--- src/rtl/acc_seq_ctrl.sv ---
// Accumulate sequencer: takes a counted run of operands over valid/ready,
// sums them into an 8-bit accumulator and publishes result, sticky carry and a done pulse.
module acc_seq_ctrl #(
    parameter int WIDTH = 8,
    parameter int CNT_W = 4
) (
    input  logic             clk,
    input  logic             reset,
    input  logic             start,
    input  logic [CNT_W-1:0] len,
    input  logic             abort,
    input  logic             in_valid,
    input  logic [WIDTH-1:0] in_data,
    output logic             in_ready,
    output logic             busy,
    output logic             done,
    output logic [WIDTH-1:0] result,
    output logic             carry
);

    typedef enum logic [1:0] {
        S_IDLE = 2'd0,
        S_RUN  = 2'd1,
        S_DONE = 2'd2
    } state_t;

    state_t           state, state_nxt;
    logic [WIDTH-1:0] acc;
    logic             carry_acc;
    logic [CNT_W-1:0] remaining;
    logic             beat;
    logic [WIDTH:0]   sum;

    // Handshake outputs decode state only, so in_ready never depends on in_valid.
    assign in_ready = (state == S_RUN);
    assign busy     = (state == S_RUN) || (state == S_DONE);
    assign done     = (state == S_DONE);

    // Abort wins over a coincident beat.
    assign beat = in_ready && in_valid && !abort;
    assign sum  = {1'b0, acc} + {1'b0, in_data};

    always_ff @(posedge clk or negedge reset) begin
        if (!reset) state <= S_IDLE;
        else        state <= state_nxt;
    end

    always_comb begin
        state_nxt = state;
        case (state)
            S_IDLE: if (start) state_nxt = (len != '0) ? S_RUN : S_DONE;
            S_RUN: begin
                if (abort)
                    state_nxt = S_IDLE;
                else if (beat && remaining == CNT_W'(1))
                    state_nxt = S_DONE;
            end
            S_DONE:  state_nxt = S_IDLE;
            default: state_nxt = S_IDLE;
        endcase
    end

    always_ff @(posedge clk or negedge reset) begin
        if (!reset) begin
            acc       <= '0;
            carry_acc <= 1'b0;
            remaining <= '0;
            result    <= '0;
            carry     <= 1'b0;
        end else begin
            case (state)
                S_IDLE: begin
                    if (start) begin
                        acc       <= '0;
                        carry_acc <= 1'b0;
                        remaining <= len;
                    end
                end
                S_RUN: begin
                    if (beat) begin
                        acc       <= sum[WIDTH-1:0];
                        carry_acc <= carry_acc | sum[WIDTH];
                        remaining <= remaining - CNT_W'(1);
                    end
                end
                S_DONE: begin
                    // Published values only change on a completed run.
                    result <= acc;
                    carry  <= carry_acc;
                end
                default: ;
            endcase
        end
    end

endmodule

--- config.mk ---
export PLATFORM = sky130hd
export DESIGN_NAME = acc_seq_ctrl
export DESIGN_NICKNAME = d
export VERILOG_FILES = /design/src/rtl/acc_seq_ctrl.sv
export SDC_FILE = /design/constraint.sdc
export NUM_CORES = 1
export LEC_CHECK = 0
export ABC_AREA = 0
export CAP_MARGIN = 20
export CORE_ASPECT_RATIO = 1.5
export CORE_MARGIN = 4
export CORE_UTILIZATION = 50
export CTS_BUF_LIST = sky130_fd_sc_hd__clkbuf_4
export CTS_CLUSTER_DIAMETER = 30
export DETAILED_ROUTE_END_ITERATION = 8
export DONT_BUFFER_PORTS = 1
export GPL_TIMING_DRIVEN = 0
export PLACE_DENSITY_LB_ADDON = 0.1
export SYNTH_ARGS = -nofsm -noshare
export SYNTH_HDL_FRONTEND = slang
export SYNTH_SLANG_ARGS = --single-unit
--- constraint.sdc ---
create_clock -name clk -period 2.7 [get_ports clk]
set_clock_uncertainty 0.2 [all_clocks]
set_input_delay 0.54 -clock clk [delete_from_list [all_inputs] [get_ports clk]]
set_output_delay 0.54 -clock clk [all_outputs]
set_load 0.02 [all_outputs]
# Yosys cells after proc, flatten, opt, wreduce, memory -nomap -nowiden
# Cells that the tools add are included.
[word_totals]
wordCells = 39
reg_bits = 24
inputBits = 17
out_inout_bits = 12
[classes]
n_bitwise = 1
add_sub_neg = 2
mux = 14
reduce_logical = 10
n_eq_ne = 6
[ops]
columns = ["operator", "n"]
rows = [
  ["two-way mux 8 bit", 2],
  ["case mux 8 bit (2 select lines)", 1],
  ["adder 8 x 8 -> 9 bit", 1],
  ["two-way mux 2 bit", 4],
  ["two-way mux 4 bit", 2],
  ["case mux 4 bit (2 select lines)", 1],
  ["equality test 4 x 1 -> 1 bit, second input constant", 1],
  ["case mux 2 bit (2 select lines)", 1],
  ["nonzero test 4 bit", 1],
  ["subtractor 4 x 1 -> 4 bit, second input constant", 1],
  ["logical AND 1 bit", 3],
  ["!= test 3 x 2 -> 1 bit, second input constant", 1],
  ["AND reduction 3 bit", 1],
  ["equality test 2 x 1 -> 1 bit, second input constant", 1],
  ["equality test 2 bit, second input constant", 1],
  ["logical NOT 2 bit", 1],
  ["two-way mux 1 bit", 2],
  ["!= test 2 x 1 -> 1 bit, second input constant", 1],
  ["!= test 2 bit, second input constant", 1],
  ["case mux 1 bit (2 select lines)", 1],
  ["AND reduction 2 bit", 1],
  ["nonzero test 2 bit", 1],
  ["logical NOT 1 bit", 1],
  ["logical OR 1 bit", 1],
  ["bitwise OR 1 bit", 1],
]

# Longest topological paths before layout
[depth]
word_depth = 7
ltp_mapped = 9
depth_no_buf = 7

# Worst setup path after synthesis
# Ideal clock, no wire load.
[synth_path]
kind = "input to register"
from = "input in_data[0]"
to = "register acc[6]"
required_ps = 2371
arrival_ps = 1854
path_buffers = 0
path_slack_ps = 517
path_stages = 7
setup_time_ps = 129
path_cell_list = "ha_1 fa_1 a21oi_1 o211ai_1 a21oi_1 xor2_1 o21ai_0"
[synth_via]
elab_chain_len = 3
[synth_rtl]
columns = ["element", "line", "text"]
rows = [
  ["from (decl)", "13", "input logic [WIDTH-1:0] in_data,"],
  ["adder 8 x 8 -> 9 bit", "41", "assign sum = {1'b0, acc} + {1'b0, in_data};"],
  ["two-way mux 8 bit", "80", "if (beat) begin"],
  ["case mux 8 bit (2 select lines)", "71", "case (state)"],
  ["to (signal assigned)", "81", "acc <= sum[WIDTH-1:0];"],
  ["to (decl)", "28", "logic [WIDTH-1:0] acc;"],
]
# Every way passes these cells. The select of a mux whose other input is x is not followed.
# A chain may end at the register's enable or synchronous reset.

# Worst setup path after layout
[layout_path]
from = "register acc[0]"
to = "register acc[6]"
[layout_via]
elab_chain_len = 3
[layout_rtl]
columns = ["element", "line"]
rows = [
  ["adder 8 x 8 -> 9 bit", "41"],
  ["two-way mux 8 bit", "80"],
  ["case mux 8 bit (2 select lines)", "71"],
]
# Every way passes these cells. The select of a mux whose other input is x is not followed.

==> impl_metrics.ini <==
[sta]
worst_pin_slew_ns = 0.5832
hold_viol_final = 0
fin_crit_ns = 2.235
setup_viol = 0
holdWs_ns = 0.2436
slew_headroom = 0.6112
finalSetupTns_ns = 0
rsz0062_at_grt = no
clock.fmax_mhz = 447.4
finalMaxSlewViolations = 0
fin_crit_sh = 0.8278

[worst_setup_path]
regToRegEndpoint = acc[6]
critPathMaxFanout = 3
rrSetupSlack_ns = 0.46
worstSetupPathType = reg2reg
worstSetupStartpointType = flop
cp-end-kind = flop
r2r-start = acc[0]
rr_worst_depth = 7
worst-endpoint-arrival_ns = 2.22
worstPathRequired_ns = 2.69

[finish]
finalNetCount = 178
antenna_cells = 0
syn_to_final_growth_pct = 6.967
finish.utilization = 0.5611
fin_cells = 182
final_cell_area_um2 = 1518
drive_gt1_frac = 0.1379

[pwr]
internal_power_uw = 914.1
max-vdd-ir-drop_uv = 567.4
p_clk_frac = 0.091
p_per_area_nw_per_um2 = 1089
p_leak_uw = 0.0007241
seq_power_share = 0.408
power.share.switching = 0.4470
p_sw_uw = 739.1
p_comb_frac = 0.501

[clock_network]
post_cts_buffers = 0
cts_root_buf = clkbuf_4
insertion_delay_ns = 0.30
numCtsBuffers = 3
htree_levels = 1
cts.sinks = 24
postCtsHoldBufs = 2
cts_tree = built
cts_resized = 0
clk_pin_slew_worst_paths_ns = 0.12
clk_path_buf_depth = 2

[min_path]
holdPathEnd = remaining[2]
min_path_cells = 2
min_path_type = in2reg
hp-start = len[2]

[logic_synthesis]
syn_inst = 140
async_flop_share = 1.000
synth.area.top_cells = dfrtp_1, ha_1, mux2_2
syn_area_per_cell_um2 = 10.13
synth_nets = 171
synth_top_flop_cell = dfrtp_1
synth.cell_area_um2 = 1419
synth_compound_area_frac = 0.1526
synth-xor-area-share = 0.03086
ys_ff_latch = 24
synth_area_leader_cell = dfrtp_1
ys_types = 35
synth_warnings = 0
synthSimpleGateAreaFrac = 0.1323
synth_edf_count = 0
synth.mux.area_fraction = 0.09259
synth_top_family_by_area = compound AO/OA/AOI/OAI gates
synth_top_area_frac = 0.4233
synthAdderAreaFrac = 0.1287
yosysSeqAreaShare = 0.4233

[floorplanning]
die_w_um = 51.50
coreArea_um2 = 2705
fp.dieH_um = 73.24
start_util = 0.5245
pin_count = 29
rows = 23
die_area_um2 = 3771

[run_status]
status = finished, final reports clean

[global_routing]
grt_max_degree = 25
use_met3 = 0.03885
grtUsageTotal = 0.1708
antenna_found_initial = 0
busiest_layer = met2
grt_pass1_vias = 1079
met1_usage = 0.2181
gr-usage-met2 = 0.2847
grt-ovfl-total = 0
grt_pass1_wl_um = 4857

[place]
post_dp_cell_area_um2 = 1465
gp_congestion = 0.8124
io_buffer_count = 0
hpwl_um = 2141
dp_cells = 177

[routing]
wl_um = 2768
vias = 1006
avgRoutedWirePerCell_um = 15.21
drtIter0Drc = 7
drc = 0
detail_route.first_pass.iterations = 4
antenna_left = 0
viasPerCell = 5.527

[job]
max_cap_violations = 0
[how the worst max path moves through the flow]
stage | from | end
after floorplan | in_data[0] | acc[6]
after global placement | in_data[0] | acc[6]
after detailed placement | in_data[0] | acc[6]
after CTS | acc[0] | acc[6]
after global routing | acc[0] | acc[6]
final | acc[0] | acc[6]
[critical path, stage by stage, from the launching register on]
cell and delay, ns:
dfrtp_1 0.42, ha_1 0.23, fa_1 0.41, a21oi_1 0.23
o211ai_1 0.17, a21oi_1 0.21, xor2_1 0.16, o21ai_0 0.09
[flip-flops by register name (all words and copies together) (netlist names)]
signal,flops
acc,8
remaining,4
result,8
state,2
carry,1
carry_acc,1
[cell families after synthesis]
group	count (synthesis)
compound gates	36
xor+xnor	5
fa+ha+maj	14
buf+inv	11
flops	24
mux	12
simple gates	38
[synth_stat cells, types with 2 or more instances]
cell type and n:
nor2_1 7, inv_1 8, nor2b_1 2, buf_6 2
mux2i_1 3, o21ai_0 9, a21oi_1 11, xor2_1 4
o21a_1 2, mux2_2 9, dfrtp_1 24, o22ai_1 3
nor3_1 3, nand2_1 16, ha_1 13, o211ai_1 2
nand3_1 4
[through the flow]
step | power [uW] | setup WS, ns
after global routing | 1826 | 0.3244
after detailed placement | 1508 | 0.3607
after CTS | 1679 | 0.4713
after global placement | 1485 | 0.3574
after floorplan | 1341 | 0.5171
final | 1653 | 0.4649
[layer usage]
| layer | share of wire | vias to the layer above |
|---|---|---|
| met5 | 0 | - |
| met1 | 0.44 | 473 |
| li1 | - | 513 |
| met3 | 0.057 | 2 |
| met2 | 0.49 | 18 |
| met4 | 0.0087 | 0 |
[cell usage in the layout, fill, tap and decap left out, types with 3 or more instances in the layout]
master / synthesis / routed
o22ai_1: 3 / 3
clkbuf_4: 0 / 3
mux2_2: 9 / 9
nor3_1: 3 / 3
o21ai_0: 9 / 9
inv_1: 8 / 8
dfrtp_1: 24 / 24
a21oi_1: 11 / 11
nand2_1: 16 / 16
ha_1: 13 / 13
nor2_1: 7 / 7
xor2_1: 4 / 4
mux2i_1: 3 / 3
nand3_1: 4 / 4
[power by group through the flow]
stage                     Sequential, uW  Combinational, uW  Clock [uW]
after floorplan                      653                687           0
after global placement               679                805           0
after global routing                 696                948         181
after CTS                            679                837         163
after detailed placement             688                820           0
final                                674                827         151
[final cells by class]
| cell class | count | area (um^2) |
|---|---|---|
| clock buffer | 3 | 22.52 |
| sequential | 24 | 600.6 |
| tap | 37 | 46.29 |
| multi-input combinational | 105 | 762.0 |
| buffer | 3 | 26.28 |
| inverter | 8 | 30.03 |
| timing repair buffer | 2 | 30.03 |
| fill | 275 | 1187 |
Power figures use the tool's default switching activity.
